`config.mk`:
```
export PLATFORM = sky130hd
export DESIGN_NAME = orientation_peak_finder
export DESIGN_NICKNAME = d
export VERILOG_FILES = /design/src/rtl/orientation_peak_finder.sv
export SDC_FILE = /design/constraint.sdc
export NUM_CORES = 1
export LEC_CHECK = 0
export CAP_MARGIN = 20
export CORE_ASPECT_RATIO = 1.25
export CORE_MARGIN = 2
export CORE_UTILIZATION = 50
export CTS_CLUSTER_SIZE = 20
export DETAILED_ROUTE_END_ITERATION = 10
export GPL_TIMING_DRIVEN = 0
export HOLD_SLACK_MARGIN = 0.06
export PLACE_DENSITY = 0.64
export SYNTH_ARGS = -nofsm -noshare
export SYNTH_HDL_FRONTEND = slang
export SYNTH_SLANG_ARGS = --single-unit
```
`constraint.sdc`:
```
create_clock -name iclk -period 3.18 [get_ports iclk]
set_input_delay 0.318 -clock iclk [delete_from_list [all_inputs] [get_ports iclk]]
set_output_delay 0.318 -clock iclk [all_outputs]
set_load 0.03 [all_outputs]
```
`src/rtl/orientation_peak_finder.sv`:
```
// Buffers an N_BINS orientation histogram, then scans it circularly for peaks.
// Define PEAK_SECONDARY_EN to emit secondary peaks; otherwise argmax only.
module orientation_peak_finder #(
    parameter int N_BINS    = 36,
    parameter int DATA_W    = 16,
    parameter int IDX_W     = 6,
    parameter int RATIO_NUM = 4,
    parameter int RATIO_DEN = 5
) (
    input  logic              iclk,
    input  logic              ireset,
    input  logic              idata_en,
    input  logic [DATA_W-1:0] idata,
    output logic              oready,
    output logic              opeak_valid,
    input  logic              ipeak_ready,
    output logic [IDX_W-1:0]  opeak_index,
    output logic [DATA_W-1:0] opeak_value,
    output logic              opeak_primary,
    output logic              odone,
    output logic [IDX_W-1:0]  opeak_count
);

    localparam logic [1:0] S_IDLE = 2'd0;
    localparam logic [1:0] S_LOAD = 2'd1;
    localparam logic [1:0] S_EMIT = 2'd2;
    localparam logic [1:0] S_DONE = 2'd3;

    localparam int              PW   = DATA_W + 8;
    localparam logic [IDX_W-1:0] LAST = IDX_W'(N_BINS - 1);

    logic [1:0]        r_state;
    logic [DATA_W-1:0] r_buf [N_BINS];
    logic [IDX_W-1:0]  r_wr_idx;
    logic [IDX_W-1:0]  r_scan;
    logic              r_scan_end;
    logic [IDX_W-1:0]  r_max_idx;
    logic [DATA_W-1:0] r_max_val;
    logic              r_valid;
    logic [IDX_W-1:0]  r_idx;
    logic [DATA_W-1:0] r_val;
    logic              r_pri;
    logic [IDX_W-1:0]  r_count;

    logic              w_accept;
    logic              w_hs;
    logic              w_eval;
    logic [IDX_W-1:0]  w_l_idx;
    logic [IDX_W-1:0]  w_r_idx;
    logic [DATA_W-1:0] w_c;
    logic [DATA_W-1:0] w_l;
    logic [DATA_W-1:0] w_r;
    logic [PW-1:0]     w_lhs;
    logic [PW-1:0]     w_rhs;
    logic              w_pri;
    logic              w_sec;
    logic              w_hit;

    assign oready   = (r_state == S_IDLE) || (r_state == S_LOAD);
    assign w_accept = idata_en && oready;
    assign w_hs     = r_valid && ipeak_ready;
    assign w_eval   = (r_state == S_EMIT) && !r_scan_end
                   && (!r_valid || ipeak_ready);

    assign w_l_idx = (r_scan == '0) ? LAST : r_scan - IDX_W'(1);
    assign w_r_idx = (r_scan == LAST) ? '0 : r_scan + IDX_W'(1);
    assign w_c     = r_buf[r_scan];
    assign w_l     = r_buf[w_l_idx];
    assign w_r     = r_buf[w_r_idx];
    assign w_lhs   = PW'(w_c) * PW'(RATIO_DEN);
    assign w_rhs   = PW'(r_max_val) * PW'(RATIO_NUM);

    assign w_pri = (r_scan == r_max_idx) && (r_max_val != '0);
`ifdef PEAK_SECONDARY_EN
    assign w_sec = (r_scan != r_max_idx) && (w_c > w_l)
                && (w_c >= w_r) && (w_lhs >= w_rhs);
`else
    assign w_sec = 1'b0;
`endif
    assign w_hit = w_pri || w_sec;

    assign opeak_valid   = r_valid;
    assign opeak_index   = r_idx;
    assign opeak_value   = r_val;
    assign opeak_primary = r_pri;
    assign odone         = (r_state == S_DONE);
    assign opeak_count   = r_count;

    // Bin buffer and running maximum; lowest index wins a tie.
    always_ff @(posedge iclk or negedge ireset) begin
        if (!ireset) begin
            for (int k = 0; k < N_BINS; k++) r_buf[k] <= '0;
            r_max_val <= '0;
            r_max_idx <= '0;
        end else if (w_accept) begin
            r_buf[r_wr_idx] <= idata;
            if (r_wr_idx == '0 || idata > r_max_val) begin
                r_max_val <= idata;
                r_max_idx <= r_wr_idx;
            end
        end
    end

    // Control FSM, scan pointer and peak output register.
    always_ff @(posedge iclk or negedge ireset) begin
        if (!ireset) begin
            r_state    <= S_IDLE;
            r_wr_idx   <= '0;
            r_scan     <= '0;
            r_scan_end <= 1'b0;
            r_valid    <= 1'b0;
            r_idx      <= '0;
            r_val      <= '0;
            r_pri      <= 1'b0;
            r_count    <= '0;
        end else begin
            unique case (r_state)
                S_IDLE, S_LOAD: begin
                    if (w_accept) begin
                        if (r_wr_idx == LAST) begin
                            r_wr_idx   <= '0;
                            r_scan     <= '0;
                            r_scan_end <= 1'b0;
                            r_state    <= S_EMIT;
                        end else begin
                            r_wr_idx <= r_wr_idx + IDX_W'(1);
                            r_state  <= S_LOAD;
                        end
                    end
                end
                S_EMIT: begin
                    if (w_hs) r_count <= r_count + IDX_W'(1);
                    if (w_eval) begin
                        if (w_hit) begin
                            r_valid <= 1'b1;
                            r_idx   <= r_scan;
                            r_val   <= w_c;
                            r_pri   <= w_pri;
                        end else if (w_hs) begin
                            r_valid <= 1'b0;
                        end
                        if (r_scan == LAST) r_scan_end <= 1'b1;
                        else r_scan <= r_scan + IDX_W'(1);
                    end else if (w_hs) begin
                        r_valid <= 1'b0;
                    end
                    if (r_scan_end && (!r_valid || w_hs))
                        r_state <= S_DONE;
                end
                S_DONE: begin
                    r_count <= '0;
                    r_state <= S_IDLE;
                end
                default: r_state <= S_IDLE;
            endcase
        end
    end

endmodule
```
-- After elaboration in Yosys (flattened, before gate mapping)
Cells that the tools add are included.
- equal/unequal tests: 13
- $lt $le $gt $ge: 4
- bitwise operators: 2
- muxes and demuxes: 26
- add/sub/neg operators: 3
- reductions and logical operators: 26
- operators with widths (cell ; count):
    $bwmux 576 ; 1
    $bmux 16 s6 ; 1
    $demux 16 s6 ; 1
    $mux 16 ; 3
    $mux 6 ; 6
    $pmux 6 s2 ; 2
    $add 6x1->6 const B ; 3
    $gt 16x16->1 ; 1
    $reduce_bool 16->1 ; 1
    $ge 7x7->1 const B ; 2
    $not 6->7 ; 2
    $eq 6x6->1 const B ; 2
    $ne 2x2->1 const B ; 5
    $reduce_and 5->1 ; 2
    $reduce_and 2->1 ; 4
    $logic_and 1x1->1 ; 7
    $lt 7x1->1 const B ; 1
    $mux 1 ; 7
    $eq 6x6->1 ; 1
    $logic_not 6->1 ; 1
    $mux 2 ; 3
    $pmux 2 s3 ; 1
    $eq 2x2->1 const B ; 2
    $logic_or 1x1->1 ; 4
    other kinds (8) ; 11
- input port bits: 20
- output and inout bits: 32
- flip-flop bits (word level): 643

-- Depth between registers and ports, before layout
Gate-level depths: netlist (run 1).
- word-level depth: 6
- mapped depth: 9
- gate-level depth less buffers: 7

-- Worst setup path before layout (run 1)
Ideal clock, no wire load.
- path type: register to register
- start: reg r_max_val[15]
- end: reg r_max_idx[0]
- path buffers: 1
- arrival: 2.155 ns
- required time: 3.055 ns
- path slack: 0.900 ns
- setup time: 0.125 ns
- stages on the path, launching flop included: 9
- cell sequence: dfrtp_1 inv_1 ha_1 nand4_1 or3_1 a21o_1 a31oi_2 buf_6 mux2_2
- longest elaborated chain between the ends: 3
- ends and longest elaborated chain (what ; line ; RTL):
    start: declaration ; 38 ; logic [DATA_W-1:0] r_max_val;
    start signal: assignment ; 98 ; r_max_val <= idata;
    $gt 16x16->1 ; 97 ; if (r_wr_idx == '0 || idata > r_max_val) begin
    $logic_or 1x1->1 ; 97 ;
    $reduce_and 2->1 (no line) ; n/a ;
    end signal: assignment ; 99 ; r_max_idx <= r_wr_idx;
    end: declaration ; 37 ; logic [IDX_W-1:0] r_max_idx;
Every way passes these cells.
A chain may end at the register's enable or synchronous reset.

-- Final worst setup path (run 1)
- start: reg r_scan[0]
- end: reg r_val[0], in the netlist opeak_value[0]
- longest elaborated chain between the ends: 4
- elaborated cells on any way between the ends: 7
- ends and longest elaborated chain (what ; line ; RTL):
    start: declaration ; 35 ; logic [IDX_W-1:0] r_scan;
    start signal: assignment ; 143 ; else r_scan <= r_scan + IDX_W'(1);
    $not 6->7 (not written as such) ; 67 ; assign w_c = r_buf[r_scan];
    $bmux 16 s6 ; 67 ;
    $mux 16 (not written as such) (2 in series) ; 67 ;
    end signal: assignment ; 137 ; r_val <= w_c;
    end: declaration ; 41 ; logic [DATA_W-1:0] r_val;
Parallel ways exist; a longest one is shown, timed or not. The select of a mux whose other input is x is not followed.

==> results of run 1 <==
[metrics by stage]
stage	power, W	setup slack (ps)	cells
floorplan	0.0121	900	2068
finish	0.0207	147	3006
CTS	0.0208	16.0	3006
global route	0.0215	1.47	3006
global placement	0.0130	-25790	2884
detailed placement	0.0131	-88.8	2890
[power by group]
part / total, W / internal [W] / leakage [nW] / switching, W
logic: 0.00315 / 0.00173 / 6.08 / 0.00143
registers: 0.00982 / 0.00925 / 8.70 / 0.000575
clock network: 0.00772 / 0.00452 / 1.06 / 0.00320
total: 0.0207 / 0.0155 / 15.8 / 0.00520
[area by class of cell]
type / instances / area, um^2
plain buffers: 185 / 986
clock buffers: 106 / 2070
clock inverters: 9 / 77.6
fillers: 4812 / 25700
inverters: 22 / 82.6
multi-input cells: 1217 / 12800
flip-flops and latches: 643 / 16100
well taps: 765 / 957
repair buffers: 59 / 686
[cell families (layout without fill, tap and decap cells)]
kind of cell,count (synthesis),count (layout)
AOI/OAI and AO/OA,153,153
xor gates and xnor gates,17,17
adders and majority gates,20,20
buffers and inverters,208,381
DFF,643,643
muxes,781,781
and+or+nand+nor,246,246
[final timing paths]
path                               start             end  depth (start not counted)
max                            r_scan[0]  opeak_value[0]                          8
min                               ireset       r_buf[19]                          2
max reg2reg                    r_scan[0]  opeak_value[0]                          8
min reg2reg                opeak_primary   opeak_primary                          1
max in group asynchronous         ireset      r_buf[279]                          4
min in group iclk          opeak_primary   opeak_primary                          1
[what timing repair did]
item,CTS,global route
hold buffers,1,0
endpoints found under the setup margin,2,7
endpoints found under the hold margin,67,0
resized for setup,2,5
setup buffers,0,0
[routing by layer]
| metal | vias to the layer above | wire, um | GRT usage, % |
|---|---|---|---|
| li1 | 7788 | - | - |
| met1 | 9534 | 32600 | 33.1 |
| met2 | 377 | 40500 | 46.2 |
| met3 | 126 | 2680 | 2.70 |
| met4 | 0 | 2500 | 9.28 |
| met5 | - | 0 | 0 |
[state kept, by name, indices dropped and copies added, names as in the netlist, 2 cells and up]
name	count
r_buf	576
opeak_value	16
r_max_val	16
opeak_count	6
opeak_index	6
r_max_idx	6
r_scan	6
r_wr_idx	6
r_state	2
[cells in the mapped netlist, drive strengths merged, types with 19 or more instances]
library cell | number | area [um^2]
nand2 | 66 | 275
buf | 104 | 672
a31oi | 19 | 125
inv | 22 | 82.6
dfrtp | 643 | 16100
nor2b | 36 | 240
ha | 20 | 250
mux4 | 98 | 2210
nor2 | 69 | 354
mux2i | 20 | 200
a211oi | 30 | 225
nand3 | 23 | 120
clkbuf | 82 | 308
mux2 | 663 | 7500
o21ai | 27 | 135
==> results.md, run 1 <==
- Post-synth top flop: dfrtp_1
- Vias: 17825
- Reg2Reg Setup Slack: 150 ps
- Dpl cell area: between 30000 and 40000 um^2
- Ant diodes: 0
- HPWL after detailed placement: 58.2 mm
- Antenna-violating nets left: 0
- Die ar.: 61900 um^2
- Fin nets: around 2200
- Height of the die: 278 um
- Most common cell after layout, fill and taps aside: mux2_2
- Critical path class: flip-flop to flip-flop
- WL final: approximately 78 mm
- RSZ-0062 raised after global routing: no
- Gr ovfl total: 0
- Cell area power density: 614 nW/um^2
- CP Capture Type: flip-flop
- Clock buffer count from CTS: 66
- Clock sink count: 643
- Final period util: 95.4%
- Initial core utilization: 50.4%
- CTS Buffer Depth: 3
- H-tree levels: 3
- GPL Wtd Cong: 0.892
- Avg Vias per Cell: 5.93
- Leak: 15.8 nW
- Setup violators final: 0
- Synth Register Bits: roughly 640
- Synth Area in XOR/XNOR: 0.497%
- Synth Area in Adders: less than 1%
- Number of global-route vias before repair: 19185
- Clk_skew: 18.6 ps
- Post-synthesis cell type count: 63
- Layout cell share with drive strength beyond 1: between 40 and 50%
- Clock-pin slew on the worst setup and hold paths: 60 ps
- Setup TNS: 0 ps
- Mapped Cells: 2068
- CTS tree: done
- Syn_nets: approximately 2100
- DIE WIDTH: 223 um
- Ys Warns: 0
- Startpoint types: flip-flop
- DR WL/cell: 26.1 um
- Largest net degree at the start of global routing: 126
- CTS Root Cell: clkbuf_16
- Clock latency on the worst-skew pair: 610 ps
- Fraction of registers with async set or reset after synthesis: 100%
- Status: finished, final reports clean
- Main combinational cell family by area after synthesis: multiplexers
- Final core occ: a little under three fifths
- Total Routing Usage GR: 26.0%
- Critical path cell sequence: buf_2 -> buf_2 -> buf_2 -> mux2_2 -> a221oi_1 -> nand3_1 -> o21ai_0 -> a31oi_1
- Most used cell, CP: buf_2
- EDFF count, synth: 0
- Commonest cells after routing, fill and taps aside: 653 x mux2_2, 643 x dfrtp_1, 98 x mux4_2, 96 x clkbuf_1, 69 x clkbuf_16
- Mux cell area share after synthesis: 33.1%
- Mean Syn Cell Area: ~14 um^2
- DRC: 0
- Port bufs: 51
- Number of I/O pins: 52
- Crit path max-delay family: buffers and inverters
- Core box area: 59400 um^2
- Fmax: 330 MHz
- Compound-Gate Fraction of Synth Area: between 3 and 4%
- Max incr delay on CP: roughly 440 ps
- Worst-path maximum fanout: 10
- Num rows: 100
- Mapped Area: 29900 um^2
- Slew @ Worst Pin: 1030 ps
- Worst slew margin: 31.6%
- Max Slew Vio Count: 0
- CP max-delay cell: buf_2
- Final Hold Viols: 0
- Pre-Repair DR Iteration Count: 5
- Sequential area share after synthesis: 53.8%
- WP data arrival: 3480 ps
- Synth Area in Simple Gates: 4.62%
- Max VDD drop: 0.373 mV
- Final min period: 3030 ps
- First-pass GRT wire length: 120 mm
- Initial antenna violation count: 0
- Worst Hold Class: primary input to asynchronous set/reset pin
- Buf/Inv on CP: 3
- Final Cell Area: 33700 um^2
- Hold slack: approximately 250 ps
- Iter 0 DRT Violations: 1192
- Area delta synth->final: 12.7%
- Max Cap Viol: 0
- Critical Path RT: around 3600 ps
(Power assumes the default switching activity.)
==> inputs of run 2 (changes only) <==
PLACE_DENSITY = unset   (was 0.64)
PLACE_DENSITY_LB_ADDON = 0.08   (was unset)
==> run 2 against run 1 <==
Fmax is 1.4% lower. Critical endpoint is now opeak_value[2]. Critical path depth stayed put. Flip-flop and latch count stayed put.
==> results.md, run 2 (same netlist as run 1, synthesis figures left out) <==
- WL final: 78.5 mm (was 78.3 mm)
- Layout cell share with drive strength beyond 1: 45.0% (was 44.6%)
- Max FFs per register: 576 (unchanged)
- Slew @ Worst Pin: 916 ps (was 1030 ps)
- Most common cell after layout, fill and taps aside: mux2_2 (unchanged)
- Critical path class: flip-flop to flip-flop (unchanged)
- Largest net degree at the start of global routing: 132 (was 126)
- H-tree levels: 3 (unchanged)
- Final WS setup: 104 ps (was 147 ps)
- HPWL after detailed placement: 58.4 mm (was 58.2 mm)
- Placed cell count: 2890 (unchanged)
- Grt met2 use: 45.5% (was 46.2%)
- Initial antenna violation count: 1 (was 0)
- Max Slew Vio Count: 0 (unchanged)
- DIE WIDTH: 223 um (unchanged)
- Leak: 15.9 nW (was 15.8 nW)
- Initial core utilization: 50.4% (unchanged)
- Most used cell, CP: buf_2 (unchanged)
- Core box area: 59400 um^2 (unchanged)
- Grt met1 use: 32.8% (was 33.1%)
- GRT Max-Usage Layer: met2 (unchanged)
- Postcts setup bufs: 0 (unchanged)
- WP data arrival: 3510 ps (was 3480 ps)
- Fmax: 325 MHz (was 330 MHz)
- First-pass GRT wire length: 120 mm (about the same)
- Clock latency on the worst-skew pair: 610 ps (about the same)
- Worst Hold Class: primary input to asynchronous set/reset pin (unchanged)
- Commonest cells after routing, fill and taps aside: 653 x mux2_2, 643 x dfrtp_1, 98 x mux4_2, 93 x clkbuf_1, 68 x clkbuf_16 (was 653 x mux2_2, 643 x dfrtp_1, 98 x mux4_2, 96 x clkbuf_1, 69 x clkbuf_16)
- Critical Path RT: 3620 ps (was 3630 ps)
- Biggest register: r_buf (unchanged)
- Max VDD drop: 0.327 mV (was 0.373 mV)
- Max Cap Viol: 0 (unchanged)
- Port bufs: 51 (unchanged)
- Vias: 17670 (was 17825)
- CTS Root Cell: clkbuf_16 (unchanged)
- Ant diodes: 0 (unchanged)
- Reg2Reg Depth: 8 (unchanged)
- Number of I/O pins: 52 (unchanged)
- Antenna-violating nets left: 0 (unchanged)
- Clock-pin slew on the worst setup and hold paths: 60 ps (about the same)
- Number of global-route vias before repair: 19177 (was 19185)
- Post-place setup slack: -2.56 ps (was -88.8 ps)
- Worst-path maximum fanout: 10 (unchanged)
- Status: finished, final reports clean (unchanged)
- DRC: 0 (unchanged)
- Fill cells: 4817 (was 4812)
- Startpoint types: flip-flop (unchanged)
- Num rows: 100 (unchanged)
- RSZ-0062 raised after global routing: no (unchanged)
- Fin nets: 2234 (unchanged)
- CP Capture Type: flip-flop (unchanged)
- Final std cells w/o fill: 3008 (was 3006)
- Pre-Repair DR Iteration Count: 7 (was 5)
- Clock buffer count from CTS: 67 (was 66)
- CP max-delay cell: o21ai_0 (was buf_2)
- Max incr delay on CP: 500 ps (was 440 ps)
- Clk_skew: 20.8 ps (was 18.6 ps)
- Gr ovfl total: 0 (unchanged)
- Cell area power density: 623 nW/um^2 (was 614 nW/um^2)
- Final period util: 96.7% (was 95.4%)
- CTS tree: done (unchanged)
- Critical path cell sequence: buf_2 -> buf_2 -> buf_2 -> mux4_2 -> mux2i_1 -> nor2_1 -> o21ai_0 -> a31oi_1 (was buf_2 -> buf_2 -> buf_2 -> mux2_2 -> a221oi_1 -> nand3_1 -> o21ai_0 -> a31oi_1)
- Final Hold Viols: 0 (unchanged)
- Clock sink count: 643 (unchanged)
- Final min period: 3080 ps (was 3030 ps)
- Global Route met3 Usage: 4.29% (was 2.70%)
- Total power: 0.0211 W (was 0.0207 W)
- Iter 0 DRT Violations: 1026 (was 1192)
- Avg Vias per Cell: 5.87 (was 5.93)
- CTS Buffer Depth: 3 (unchanged)
- Setup violators final: 0 (unchanged)
- Worst slew margin: 38.9% (was 31.6%)
- Total Routing Usage GR: 26.2% (was 26.0%)
- Hold slack: 328 ps (was 248 ps)
- DR WL/cell: 26.1 um (about the same)
- GPL Wtd Cong: 0.864 (was 0.892)
- Height of the die: 278 um (unchanged)
- Die ar.: 61900 um^2 (unchanged)
- Area delta synth->final: 13.1% (was 12.7%)
-- run 2: critical path: cells and delay by family (launching register included) --
kind,cells,cell delay (ps)
AOI/OAI and AO/OA,2,660
buffers and inverters,3,1060
DFF,1,360
muxes,2,710
and+or+nand+nor,1,90
-- run 2: per-layer routing --
layer	wire length [um]	part of all wire, %
met5	13	0.017
met4	2640	3.4
met3	3220	4.1
met2	40300	51
met1	32300	41
-- run 2: repair_timing --
action | in CTS | in global routing
endpoints found under the hold margin | 82 | 0
gates resized for setup | 3 | 11
endpoints found under the setup margin | 4 | 13
pin swaps | 0 | 0
hold buffers | 1 | 0
-- run 2: report_power, final --
part	internal [W]	switching (W)
logic	0.00172	0.00142
clock network	0.00485	0.00327
registers	0.00925	0.000568
-- run 2: path summary, 6_finish.rpt --
kind	to	startpoint	slack [ps]
max in group asynchronous	r_buf[216]	ireset	890
worst min-delay path	r_buf[35]	ireset	330
worst max-delay path	opeak_value[2]	r_scan[1]	100
worst max register to register	opeak_value[2]	r_scan[1]	100
worst min register to register	opeak_primary	opeak_primary	470
min in group iclk	opeak_valid	ipeak_ready	450
-- run 2: metrics by stage --
step           cell area [um^2]  util, %  setup TNS, ps
3_3_place_gp              31400     52.8              -
5_1_grt                   33800     57.0              0
3_5_place_dp              31600     53.1          -2.56
2_1_floorplan             29900        -              0
6_report                  33800     57.0              0
4_1_cts                   33900     57.0              0
-- run 2: layout make-up --
| cell class | count | area [um^2] | share of cell area [%] |
|---|---|---|---|
| Clock buffer | 107 | 2100 | 6.20 |
| Sequential cell | 643 | 16100 | 47.5 |
| Clock inverter | 11 | 185 | 0.547 |
| Tap cell | 765 | 957 | 2.83 |
| Timing Repair Buffer | 58 | 671 | 1.98 |
| Multi-Input combinational cell | 1217 | 12800 | 37.8 |
| Buffer | 185 | 985 | 2.91 |
| Inverter | 22 | 82.6 | 0.244 |
